==> src/rtl/keccak_pkg.sv <==
// rtl/keccak_pkg.sv - Keccak sponge types, constants and per-mode helpers
// Shared by keccak_sponge_ctrl and keccak_pad_gen: mode and sponge-state
// enums, lane/round sizing, rate/digest lane counts and domain suffixes.
package keccak_pkg;

   localparam int LANE_SIZE        = 64;
   localparam int MAX_ROUNDS       = 24;
   localparam int ROUND_INDEX_SIZE = 5;
   localparam int LANE_INDEX_SIZE  = 5;

   typedef enum logic [2:0] {
      MODE_SHA3_256 = 3'd0,
      MODE_SHA3_512 = 3'd1,
      MODE_SHAKE128 = 3'd2,
      MODE_SHAKE256 = 3'd3
   } keccak_mode;

   typedef enum logic [2:0] {
      ST_IDLE    = 3'd0,
      ST_ABSORB  = 3'd1,
      ST_PAD     = 3'd2,
      ST_PERMUTE = 3'd3,
      ST_SQUEEZE = 3'd4
   } sponge_state_e;

   localparam logic [4:0] RATE_LANES_SHA3_256   = 5'd17;
   localparam logic [4:0] RATE_LANES_SHA3_512   = 5'd9;
   localparam logic [4:0] RATE_LANES_SHAKE128   = 5'd21;
   localparam logic [4:0] RATE_LANES_SHAKE256   = 5'd17;
   localparam logic [4:0] DIGEST_LANES_SHA3_256 = 5'd4;
   localparam logic [4:0] DIGEST_LANES_SHA3_512 = 5'd8;
   localparam logic [7:0] SUFFIX_SHA3           = 8'h06;
   localparam logic [7:0] SUFFIX_SHAKE          = 8'h1F;

   function automatic logic is_shake(input keccak_mode m);
      return (m == MODE_SHAKE128) || (m == MODE_SHAKE256);
   endfunction

   function automatic logic is_sha3(input keccak_mode m);
      return (m == MODE_SHA3_256) || (m == MODE_SHA3_512);
   endfunction

   function automatic logic [4:0] rate_lanes(input keccak_mode m);
      case (m)
         MODE_SHA3_512: return RATE_LANES_SHA3_512;
         MODE_SHAKE128: return RATE_LANES_SHAKE128;
         MODE_SHAKE256: return RATE_LANES_SHAKE256;
         default:       return RATE_LANES_SHA3_256;
      endcase
   endfunction

   // SHAKE has no fixed digest; its squeeze length is bounded by rate and stop.
   function automatic logic [4:0] digest_lanes(input keccak_mode m);
      case (m)
         MODE_SHA3_512: return DIGEST_LANES_SHA3_512;
         default:       return DIGEST_LANES_SHA3_256;
      endcase
   endfunction

   function automatic logic [7:0] domain_suffix(input keccak_mode m);
      return is_shake(m) ? SUFFIX_SHAKE : SUFFIX_SHA3;
   endfunction

endpackage

==> src/rtl/keccak_pad_gen.sv <==
// rtl/keccak_pad_gen.sv - last-beat byte masking, suffix and end-bit insertion
// Ports:
//   lane_i      : raw lane, byte 0 in bits [7:0]
//   n_bytes_i   : bytes of lane_i kept (>= bytes-per-lane keeps all, no suffix)
//   suffix_i    : domain suffix placed in byte n_bytes_i
//   last_lane_i : OR 0x80 into the top byte (final lane of the rate)
//   lane_o      : padded lane
module keccak_pad_gen
   import keccak_pkg::*;
#(
   parameter int LANE_W = LANE_SIZE
)
(
   input  logic [LANE_W-1:0] lane_i,
   input  logic [3:0]        n_bytes_i,
   input  logic [7:0]        suffix_i,
   input  logic              last_lane_i,
   output logic [LANE_W-1:0] lane_o
);

   localparam int NB = LANE_W / 8;

   always_comb begin
      lane_o = '0;
      for (int b = 0; b < NB; b++) begin
         if (b < int'(n_bytes_i)) begin
            lane_o[8*b +: 8] = lane_i[8*b +: 8];
         end else if (b == int'(n_bytes_i)) begin
            lane_o[8*b +: 8] = suffix_i;
         end
      end
      // Applied after the suffix so a suffix landing in the top byte merges.
      if (last_lane_i) begin
         lane_o[LANE_W-1 -: 8] = lane_o[LANE_W-1 -: 8] | 8'h80;
      end
   end

endmodule

==> src/rtl/keccak_sponge_ctrl.sv <==
// rtl/keccak_sponge_ctrl.sv - Keccak-f[1600] sponge sequencer (absorb/pad/permute/squeeze)
// Optional feature macro: KECCAK_SHAKE_EN (SHAKE128/256 with stop_i and re-permute).
// Ports:
//   start_i/mode_i/stop_i          : message start, mode select, SHAKE stop
//   in_valid_i/in_ready_o/in_data_i/in_last_i/in_bytes_i : message lane stream
//   clear_o/absorb_we_o/lane_idx_o/absorb_data_o          : state array writes
//   round_en_o/round_idx_o         : round datapath step and iota index
//   st_lane_i                      : state lane at lane_idx_o
//   out_valid_o/out_ready_i/out_data_o : digest/XOF lane stream
//   busy_o/done_o/err_o            : status
module keccak_sponge_ctrl
   import keccak_pkg::*;
#(
   parameter int LANE_W = LANE_SIZE,
   parameter int ROUNDS = MAX_ROUNDS
)
(
   input  logic                        clk,
   input  logic                        rst_n,
   input  logic                        start_i,
   input  keccak_mode                  mode_i,
   input  logic                        stop_i,
   input  logic                        in_valid_i,
   output logic                        in_ready_o,
   input  logic [LANE_W-1:0]           in_data_i,
   input  logic                        in_last_i,
   input  logic [3:0]                  in_bytes_i,
   output logic                        clear_o,
   output logic                        absorb_we_o,
   output logic [4:0]                  lane_idx_o,
   output logic [LANE_W-1:0]           absorb_data_o,
   output logic                        round_en_o,
   output logic [ROUND_INDEX_SIZE-1:0] round_idx_o,
   input  logic [LANE_W-1:0]           st_lane_i,
   output logic                        out_valid_o,
   input  logic                        out_ready_i,
   output logic [LANE_W-1:0]           out_data_o,
   output logic                        busy_o,
   output logic                        done_o,
   output logic                        err_o
);

   sponge_state_e               state_q, state_d;
   sponge_state_e               ret_q, ret_d;
   keccak_mode                  mode_q, mode_d;
   logic [4:0]                  cnt_q, cnt_d;
   logic [ROUND_INDEX_SIZE-1:0] rnd_q, rnd_d;
   logic                        pend_q, pend_d;

   logic [4:0]                  rate_m1;
   logic [4:0]                  dig_m1;
   logic [7:0]                  sfx;
   logic                        start_ok;
   logic                        at_rate_end;
   logic                        short_last;

   logic [LANE_W-1:0]           pad_lane;
   logic [3:0]                  pad_n;
   logic [7:0]                  pad_sfx;
   logic                        pad_last;
   logic [LANE_W-1:0]           pad_word;

   assign rate_m1     = rate_lanes(mode_q) - 5'd1;
   assign dig_m1      = digest_lanes(mode_q) - 5'd1;
   assign sfx         = domain_suffix(mode_q);
   assign at_rate_end = (cnt_q == rate_m1);
   assign short_last  = in_last_i && (in_bytes_i < 4'd8);

`ifdef KECCAK_SHAKE_EN
   assign start_ok = is_sha3(mode_i) || is_shake(mode_i);
`else
   assign start_ok = is_sha3(mode_i);
   logic unused_stop;
   assign unused_stop = stop_i;
`endif

   keccak_pad_gen #(.LANE_W(LANE_W)) u_pad_gen (
      .lane_i      (pad_lane),
      .n_bytes_i   (pad_n),
      .suffix_i    (pad_sfx),
      .last_lane_i (pad_last),
      .lane_o      (pad_word)
   );

   assign busy_o      = (state_q != ST_IDLE);
   assign lane_idx_o  = cnt_q;
   assign round_idx_o = rnd_q;

   always_comb begin
      state_d       = state_q;
      ret_d         = ret_q;
      mode_d        = mode_q;
      cnt_d         = cnt_q;
      rnd_d         = rnd_q;
      pend_d        = pend_q;
      clear_o       = 1'b0;
      err_o         = 1'b0;
      done_o        = 1'b0;
      in_ready_o    = 1'b0;
      absorb_we_o   = 1'b0;
      absorb_data_o = '0;
      round_en_o    = 1'b0;
      out_valid_o   = 1'b0;
      out_data_o    = '0;
      pad_lane      = '0;
      pad_n         = 4'd8;
      pad_sfx       = sfx;
      pad_last      = 1'b0;

      case (state_q)
         ST_IDLE: begin
            if (start_i) begin
               if (start_ok) begin
                  clear_o = 1'b1;
                  mode_d  = mode_i;
                  cnt_d   = 5'd0;
                  rnd_d   = '0;
                  pend_d  = 1'b0;
                  state_d = ST_ABSORB;
               end else begin
                  err_o = 1'b1;
               end
            end
         end

         ST_ABSORB: begin
            in_ready_o = 1'b1;
            pad_lane   = in_data_i;
            pad_n      = short_last ? in_bytes_i : 4'd8;
            pad_last   = short_last && at_rate_end;
            if (in_valid_i) begin
               absorb_we_o   = 1'b1;
               absorb_data_o = pad_word;
               if (!in_last_i) begin
                  if (at_rate_end) begin
                     state_d = ST_PERMUTE;
                     ret_d   = ST_ABSORB;
                     cnt_d   = 5'd0;
                  end else begin
                     cnt_d = cnt_q + 5'd1;
                  end
               end else if (short_last) begin
                  if (at_rate_end) begin
                     state_d = ST_PERMUTE;
                     ret_d   = ST_SQUEEZE;
                     cnt_d   = 5'd0;
                  end else begin
                     // Suffix already written; PAD only needs the end bit.
                     state_d = ST_PAD;
                     cnt_d   = rate_m1;
                  end
               end else begin
                  // Full final lane: the suffix goes into the next lane slot,
                  // which may be lane 0 of a fresh block after a permute.
                  pend_d = 1'b1;
                  if (at_rate_end) begin
                     state_d = ST_PERMUTE;
                     ret_d   = ST_PAD;
                     cnt_d   = 5'd0;
                  end else begin
                     state_d = ST_PAD;
                     cnt_d   = cnt_q + 5'd1;
                  end
               end
            end
         end

         ST_PAD: begin
            absorb_we_o   = 1'b1;
            pad_n         = 4'd0;
            pad_sfx       = pend_q ? sfx : 8'h00;
            pad_last      = at_rate_end;
            absorb_data_o = pad_word;
            pend_d        = 1'b0;
            if (at_rate_end) begin
               state_d = ST_PERMUTE;
               ret_d   = ST_SQUEEZE;
               cnt_d   = 5'd0;
            end else begin
               cnt_d = rate_m1;
            end
         end

         ST_PERMUTE: begin
            round_en_o = 1'b1;
            if (rnd_q == ROUND_INDEX_SIZE'(ROUNDS - 1)) begin
               rnd_d   = '0;
               cnt_d   = 5'd0;
               state_d = ret_q;
            end else begin
               rnd_d = rnd_q + 1'b1;
            end
         end

         ST_SQUEEZE: begin
            out_valid_o = 1'b1;
            out_data_o  = st_lane_i;
`ifdef KECCAK_SHAKE_EN
            if (is_shake(mode_q)) begin
               if (stop_i) begin
                  done_o  = 1'b1;
                  cnt_d   = 5'd0;
                  state_d = ST_IDLE;
               end else if (out_ready_i) begin
                  if (at_rate_end) begin
                     state_d = ST_PERMUTE;
                     ret_d   = ST_SQUEEZE;
                     cnt_d   = 5'd0;
                  end else begin
                     cnt_d = cnt_q + 5'd1;
                  end
               end
            end else
`endif
            if (out_ready_i) begin
               if (cnt_q == dig_m1) begin
                  done_o  = 1'b1;
                  cnt_d   = 5'd0;
                  state_d = ST_IDLE;
               end else begin
                  cnt_d = cnt_q + 5'd1;
               end
            end
         end

         default: begin
            state_d = ST_IDLE;
            cnt_d   = 5'd0;
            rnd_d   = '0;
         end
      endcase
   end

   always_ff @(posedge clk or negedge rst_n) begin
      if (!rst_n) begin
         state_q <= ST_IDLE;
         ret_q   <= ST_IDLE;
         mode_q  <= MODE_SHA3_256;
         cnt_q   <= 5'd0;
         rnd_q   <= '0;
         pend_q  <= 1'b0;
      end else begin
         state_q <= state_d;
         ret_q   <= ret_d;
         mode_q  <= mode_d;
         cnt_q   <= cnt_d;
         rnd_q   <= rnd_d;
         pend_q  <= pend_d;
      end
   end

endmodule
==> config.mk <==
export PLATFORM = sky130hd
export DESIGN_NAME = keccak_sponge_ctrl
export DESIGN_NICKNAME = d
export VERILOG_FILES = /design/src/rtl/keccak_pkg.sv /design/src/rtl/keccak_pad_gen.sv /design/src/rtl/keccak_sponge_ctrl.sv
export SDC_FILE = /design/constraint.sdc
export NUM_CORES = 1
export LEC_CHECK = 0
export ABC_AREA = 1
export CORE_AREA = 10 10 104 106
export CTS_CLUSTER_SIZE = 8
export DETAILED_ROUTE_END_ITERATION = 8
export DIE_AREA = 0 0 114 116
export DONT_BUFFER_PORTS = 1
export SLEW_MARGIN = 25
export SYNTH_ARGS = -nofsm -noshare
export SYNTH_HDL_FRONTEND = slang
export SYNTH_HIERARCHICAL = 1
export SYNTH_SLANG_ARGS = --single-unit
==> constraint.sdc <==
create_clock -name clk -period 4.7 [get_ports clk]
set_input_delay 0.705 -clock clk [delete_from_list [all_inputs] [get_ports clk]]
set_output_delay 0.705 -clock clk [all_outputs]
set_load 0.01 [all_outputs]
# After elaboration in Yosys (flattened, before gate mapping)
# Index checks and enable logic that the tools add are counted.
[word_totals]
register_bits = 20
mem_bits_rw = 0
mem_bits_ro = 0
elab_cells = 144
mem_count = 0
latch_bits = 0
[classes]
div_mod_pow = 0
n_bitwise = 1
eq_ne = 28
shifts = 0
add_sub_neg = 4
muxes = 79
n_reduce_logical = 17
magnitude_cmp = 9
n_mul = 0
[op_table]
columns = ["cell", "n"]
rows = [
  ["$mux W64", 3],
  ["$pmux W64 S2", 1],
  ["$mux W5", 22],
  ["$mux W8", 9],
  ["$mux W3", 14],
  ["$pmux W5 S5", 1],
  ["$mux W1", 19],
  ["$eq A4 B4 Y1 const A", 4],
  ["$lt A3 B4 Y1 const A", 4],
  ["$ne A2 B2 Y1 const B", 8],
  ["$pmux W3 S5", 1],
  ["$pmux W5 S3", 1],
  ["$eq A3 B2 Y1 const B", 4],
  ["$reduce_and A6 Y1", 2],
  ["$add A5 B1 Y5 const B", 2],
  ["$eq A5 B5 Y1", 2],
  ["$pmux W5 S2", 1],
  ["$sub A5 B1 Y5 const B", 2],
  ["$eq A3 B1 Y1 const B", 3],
  ["$eq A3 B4 Y1 const A", 2],
  ["$lt A1 B4 Y1 const A", 2],
  ["$lt A2 B4 Y1 const A", 2],
  ["$mux W4", 2],
  ["$pmux W4 S2", 1],
  ["other kinds (19)", 26],
]

# Longest topological paths before layout
[logic_depth]
ltp_word = 10
depth_mapped = 12

# By module
# The synthesis kept the hierarchy.
[modules_own_cells]
columns = ["module", "instances", "area_each_um2", "cells_each", "seq_area_each_um2"]
rows = [
  ["keccak_sponge_ctrl", 1, 2945.3, 596, 500.5],
  ["keccak_pad_gen", 1, 937.1, 183, 0.0],
]

# Worst setup path before layout
# Ideal clock, no wire load.
[synth_timing]
path_type = "input-to-output"
startpoint = "input port in_bytes_i[3]"
endpoint = "output port absorb_data_o[40]"
cell_stages = 11
n_path_buf = 0
setup_slack_ns = 1.867
t_arrival_ns = 2.128
cell_sequence = "inv_1 > nand2_1 > inv_1 > nand2_1 > nor2_1 > inv_2 > nor2_4 > nand2_4 > o21ai_1 > inv_1 > nor2_1"
[synth_between]
elab_chain_cells = 9
[synth_rtl]
columns = ["element", "line_no", "source"]
rows = [
  ["start, declared", "keccak_sponge_ctrl.sv:27", "input logic [3:0] in_bytes_i,"],
  ["$lt A4 B4 Y1 *", "keccak_sponge_ctrl.sv:67", "assign short_last = in_last_i && (in_bytes_i < 4'd8);"],
  ["$logic_and A1 B1 Y1 *", "keccak_sponge_ctrl.sv:67", ""],
  ["$mux W4 *", "keccak_sponge_ctrl.sv:129", "pad_n = short_last ? in_bytes_i : 4'd8;"],
  ["$pmux W4 S2 *", "keccak_sponge_ctrl.sv:110", "case (state_q)"],
  ["net pad_n[0]", "keccak_sponge_ctrl.sv:58", "logic [3:0] pad_n;"],
  ["branches (longest 2 deep; another with $lt A3 B4 Y1)", "n/a", ""],
  ["$mux W8 *", "keccak_pad_gen.sv:26", "if (b < int'(n_bytes_i)) begin"],
  ["net pad_word[40]", "keccak_sponge_ctrl.sv:61", "logic [LANE_W-1:0] pad_word;"],
  ["$mux W64", "keccak_sponge_ctrl.sv:131", "if (in_valid_i) begin"],
  ["$pmux W64 S2 *", "keccak_sponge_ctrl.sv:110", ""],
  ["end, declared", "keccak_sponge_ctrl.sv:31", "output logic [LANE_W-1:0] absorb_data_o,"],
]
# Mark *: on every way through the listed nets, which the timed path passes.

# Worst setup path after layout
[layout_timing]
startpoint = "register state_q[2]"
endpoint = "output port absorb_data_o[10]"
[layout_between]
elab_chain_cells = 7
[layout_rtl]
columns = ["element", "line_no", "source"]
rows = [
  ["start, declared", "keccak_sponge_ctrl.sv:43", "sponge_state_e state_q, state_d;"],
  ["start signal, assigned", "keccak_sponge_ctrl.sv:243", "state_q <= state_d;"],
  ["$eq A3 B2 Y1 / $eq A3 B1 Y1 (equally long branches)", "keccak_sponge_ctrl.sv:110", ""],
  ["$pmux W4 S2 *", "keccak_sponge_ctrl.sv:110", ""],
  ["net pad_n[3]", "keccak_sponge_ctrl.sv:58", ""],
  ["branches (longest 2 deep; another with $lt A1 B4 Y1)", "n/a", ""],
  ["$mux W8 *", "keccak_pad_gen.sv:26", ""],
  ["net pad_word[10]", "keccak_sponge_ctrl.sv:61", ""],
  ["$mux W64", "keccak_sponge_ctrl.sv:131", ""],
  ["$pmux W64 S2 *", "keccak_sponge_ctrl.sv:110", ""],
]
# Marks and branches as above.

==> impl_metrics.prom <==
# TYPE chip_impl_metric gauge
chip_impl_metric{name="mapped_avg_cell_area",unit="um^2"} 4.98
chip_impl_metric{name="die_height",unit="um"} 116
chip_impl_metric{name="worst_slew_pin_slew",unit="ps"} 772
chip_impl_metric{name="timing.critical_path.slowest_cell_delay",unit="ps"} 440
chip_impl_metric{name="design.core.area",unit="mm^2"} 0.00868
chip_impl_metric{name="multiInputGateArea",unit="mm^2"} 0.00235
chip_impl_metric{name="post-route-period-util",unit="%"} 82.1
chip_impl_metric{name="ys_seq_elements",unit=""} 20
chip_impl_info{name="critical-path-top-delay-family",value="simple AND/OR/NAND/NOR gates"} 1
chip_impl_metric{name="post_cts_hold_buffer_count",unit=""} 0
chip_impl_metric{name="layout-drive-gt1-share",unit="%"} 7.32
chip_impl_metric{name="vias",unit=""} 4361
chip_impl_metric{name="crit_path_max_fanout",unit=""} 39
chip_impl_metric{name="ys_types",unit=""} 40
chip_impl_metric{name="detail_route.vias_per_cell",unit=""} 5.00
chip_impl_metric{name="fin_worst_skew",unit="ps"} 5.46
chip_impl_metric{name="report.final.slew_viol_count",unit=""} 0
chip_impl_info{name="crit_type",value="flop to primary output"} 1
chip_impl_metric{name="synthToLayoutAreaGrowth",unit="%"} 2.00
chip_impl_metric{name="instances_no_fill",unit=""} 873
chip_impl_metric{name="grt_overflow_total",unit=""} 0
chip_impl_metric{name="largest_net_degree_at_the_start_of_global_routing",unit=""} 65
chip_impl_metric{name="tritoncts.num_buffers",unit=""} 3
chip_impl_metric{name="finalSetupViolations",unit=""} 0
chip_impl_metric{name="final_non_filler_cell_area",unit="mm^2"} 0.00396
chip_impl_metric{name="power_density",unit="mW/mm^2"} 524
chip_impl_metric{name="finalCriticalPeriod",unit="ps"} 3860
chip_impl_metric{name="static-leakage-power",unit="nW"} 2.43
chip_impl_metric{name="fin_util",unit="%"} 45.6
chip_impl_metric{name="floorplan.rows",unit=""} 34
chip_impl_metric{name="first_pass_iters",unit=""} 4
chip_impl_metric{name="worst_slew_margin_rel",unit="%"} 48.6
chip_impl_metric{name="cts-htree-levels",unit=""} 1
chip_impl_metric{name="post-dp-hpwl",unit="mm"} 12.8
chip_impl_metric{name="drcViolationCount",unit=""} 0
chip_impl_metric{name="achievable-frequency",unit="MHz"} 259
chip_impl_metric{name="report.final.hold_viol_count",unit=""} 0
chip_impl_metric{name="dpl_cell_area",unit="mm^2"} 0.00390
chip_impl_metric{name="critPathArrivalTime",unit="ps"} 3160
chip_impl_metric{name="dr.first_iter.drc_count",unit=""} 329
chip_impl_metric{name="io_pins",unit=""} 288
chip_impl_metric{name="die_area",unit="mm^2"} 0.0132
chip_impl_metric{name="critical_path_data_required_time",unit="ps"} 3990
chip_impl_metric{name="grt_antenna_before_repair",unit=""} 0
chip_impl_info{name="crit_path_cell_trace",value="inv_2, nand3_4, nand2_2, nand2_1, nor2_4, inv_1, o21ai_0, nand2_1, inv_1, nor2_1"} 1
chip_impl_metric{name="num-nets-final",unit=""} 911
chip_impl_info{name="hp-class",value="input port to asynchronous set/reset pin"} 1
chip_impl_metric{name="final_routed_wire_length_divided_by_cell_count",unit="um"} 17.2
chip_impl_metric{name="clock_tree.buffer_depth",unit=""} 2
chip_impl_metric{name="detail_route.wirelength",unit="mm"} 15.0
chip_impl_metric{name="setup_total_negative_slack",unit="ps"} 0
chip_impl_metric{name="first_global_vias",unit=""} 4260
chip_impl_info{name="status",value="finished clean"} 1
chip_impl_metric{name="port-buffer-count",unit=""} 0
chip_impl_info{name="critPathSlowestCell",value="sky130_fd_sc_hd__nor2_4"} 1
chip_impl_metric{name="design_power_total",unit="mW"} 2.08
chip_impl_metric{name="grt_pass1_wl",unit="mm"} 22.6
chip_impl_info{name="timing.critical_path.to_type",value="primary output"} 1
chip_impl_metric{name="initial_utilization",unit="%"} 44.7
chip_impl_metric{name="post-place-cells",unit=""} 869
chip_impl_metric{name="clkTransAtPathRegs",unit="ps"} 80
chip_impl_metric{name="insertion_delay",unit="ps"} 260
chip_impl_info{name="cts.root.buffer_cell",value="sky130_fd_sc_hd__clkbuf_8"} 1
chip_impl_metric{name="post-cts-setup-buffer-count",unit=""} 0
chip_impl_metric{name="clk_sinks",unit=""} 20
chip_impl_metric{name="antenna-diode-count",unit=""} 0
chip_impl_metric{name="synth.yosys.warnings",unit=""} 6
chip_impl_info{name="tritoncts",value="yes"} 1
chip_impl_metric{name="global_route.usage.total",unit="%"} 20.7
chip_impl_metric{name="yosysSeqAreaShare",unit="%"} 12.9
chip_impl_info{name="setup_repair_after_global_routing_missed_its_margin",value="false"} 1
chip_impl_metric{name="gpl.final_weighted_congestion",unit=""} 0.889
chip_impl_metric{name="worst-path-buf-inv",unit=""} 3
chip_impl_metric{name="syn_area",unit="mm^2"} 0.00388
chip_impl_metric{name="drtAntennaViolNets",unit=""} 0
chip_impl_metric{name="vdd_ir_drop_max",unit="V"} 0.000502
chip_impl_metric{name="max_cap_violations",unit=""} 0
chip_impl_metric{name="synthesis.instances",unit=""} 779
chip_impl_metric{name="die_x",unit="um"} 114
chip_impl_metric{name="area.sequential",unit="um^2"} 500
chip_impl_info{name="startpoint_type",value="flop"} 1
chip_impl_metric{name="post_cts.resized_instances",unit=""} 0
chip_impl_metric{name="fillCellCount",unit=""} 1002
## cells by family (layout without fill, tap and decap cells)
| family | Yosys count | in the layout | synth area share [%] |
|---|---|---|---|
| AND/OR/NAND/NOR | 402 | 402 | 45.8 |
| buffers and inverters | 267 | 245 | 27.4 |
| flip-flops | 20 | 20 | 12.9 |
| XOR/XNOR | 4 | 4 | 0.903 |
| AO/OA/AOI/OAI | 82 | 82 | 11.9 |
| other | 1 | 9 | 0.0966 |
| adder cells (fa/ha/maj) | 3 | 3 | 0.967 |
## path summary, 6_finish.rpt
kind	startpoint	to	slack, ps	depth (start not counted)
setup / recovery	state_q[2]$_DFFE_PN0P_	absorb_data_o[10]	840	10
setup reg to reg	state_q[0]$_DFFE_PN0P_	lane_idx_o[4]$_DFFE_PN0P_	2500	9
hold / removal	rst_n	lane_idx_o[0]$_DFFE_PN0P_	130	0
hold reg to reg	ret_q[0]$_DFFE_PN0P_	ret_q[0]$_DFFE_PN0P_	490	2
min in group clk	ret_q[0]$_DFFE_PN0P_	ret_q[0]$_DFFE_PN0P_	490	2
max in group asynchronous	rst_n	state_q[2]$_DFFE_PN0P_	4480	0
## worst reg2reg max path: stages, from the launching register on
cell and delay, ps:
sky130_fd_sc_hd__dfrtp_1 450, sky130_fd_sc_hd__inv_2 120, sky130_fd_sc_hd__nand3_2 570, sky130_fd_sc_hd__inv_1 480
sky130_fd_sc_hd__nand2_1 140, sky130_fd_sc_hd__nand2_1 170, sky130_fd_sc_hd__nand2_1 70, sky130_fd_sc_hd__nand2_1 60
sky130_fd_sc_hd__nand2_1 50, sky130_fd_sc_hd__nand2_1 50
## per-layer routing
| layer | vias to the layer above | GRT usage (%) | routed length [um] |
|---|---|---|---|
| met5 | - | 0 | 0 |
| met4 | 0 | 5.43 | 347 |
| met2 | 204 | 35.6 | 7240 |
| met1 | 1935 | 23.6 | 5860 |
| li1 | 2194 | - | - |
| met3 | 28 | 7.65 | 1580 |
## area by class of cell
class | instances | area share [%]
clock buffers | 4 | 1.39
inverters | 238 | 22.7
multi-input cells | 500 | 59.3
flip-flops and latches | 20 | 12.6
well taps | 108 | 3.41
repair buffers | 3 | 0.569
## per-stage QoR
stage / setup slack (ps) / hold slack (ps)
after floorplan: 1870 / 409
after global placement: 1160 / 410
after detailed placement: 1090 / 410
after CTS: 800 / 124
after global routing: 472 / 121
final: 839 / 133
## state kept, by name (all words and copies together), names as in the netlist
name         count
round_idx_o      5
mode_q           3
state_q          3
ret_q            3
lane_idx_o       5
pend_q           1
## power by group
group          internal, mW  total [mW]  switching, mW
Clock                0.0745       0.132         0.0572
Sequential            0.229       0.297         0.0679
Combinational         0.429        1.65           1.22
## placed cells by master (no fill, tap or decap), types with 2 or more instances in the layout
cell / count
sky130_fd_sc_hd__a21oi_1: 5
sky130_fd_sc_hd__buf_4: 3
sky130_fd_sc_hd__clkbuf_8: 4
sky130_fd_sc_hd__clkinv_2: 2
sky130_fd_sc_hd__conb_1: 9
sky130_fd_sc_hd__dfrtp_1: 20
sky130_fd_sc_hd__ha_1: 3
sky130_fd_sc_hd__inv_1: 229
sky130_fd_sc_hd__inv_2: 6
sky130_fd_sc_hd__nand2_1: 111
sky130_fd_sc_hd__nand2_2: 6
sky130_fd_sc_hd__nand2_4: 8
sky130_fd_sc_hd__nand3_1: 44
sky130_fd_sc_hd__nand3_2: 3
sky130_fd_sc_hd__nor2_1: 207
sky130_fd_sc_hd__nor2_2: 4
sky130_fd_sc_hd__nor2_4: 8
sky130_fd_sc_hd__nor3_1: 3
sky130_fd_sc_hd__nor3_2: 2
sky130_fd_sc_hd__o21ai_0: 40
sky130_fd_sc_hd__o21ai_1: 25
sky130_fd_sc_hd__o21ai_2: 5
sky130_fd_sc_hd__xor2_1: 3
## cells in the mapped netlist, drive strengths merged
library cell | number | area [um^2]
nand2 | 125 | 544
or2 | 1 | 6.26
dfrtp | 20 | 500
nor2 | 219 | 892
nor3 | 5 | 35.0
o22a | 1 | 8.76
clkbuf | 5 | 18.8
a22o | 1 | 8.76
buf | 24 | 148
clkinv | 1 | 5.00
a31oi | 2 | 27.5
xnor2 | 1 | 8.76
a21oi | 5 | 25.0
nor3b | 2 | 20.0
o31ai | 1 | 7.51
conb | 1 | 3.75
xor2 | 3 | 26.3
o21ai | 70 | 369
nand3b | 1 | 7.51
o311ai | 1 | 8.76
o21bai | 1 | 7.51
nand4 | 1 | 6.26
inv | 237 | 892
ha | 3 | 37.5
nand3 | 48 | 268
Note: power is estimated with default switching activity, not from simulation.
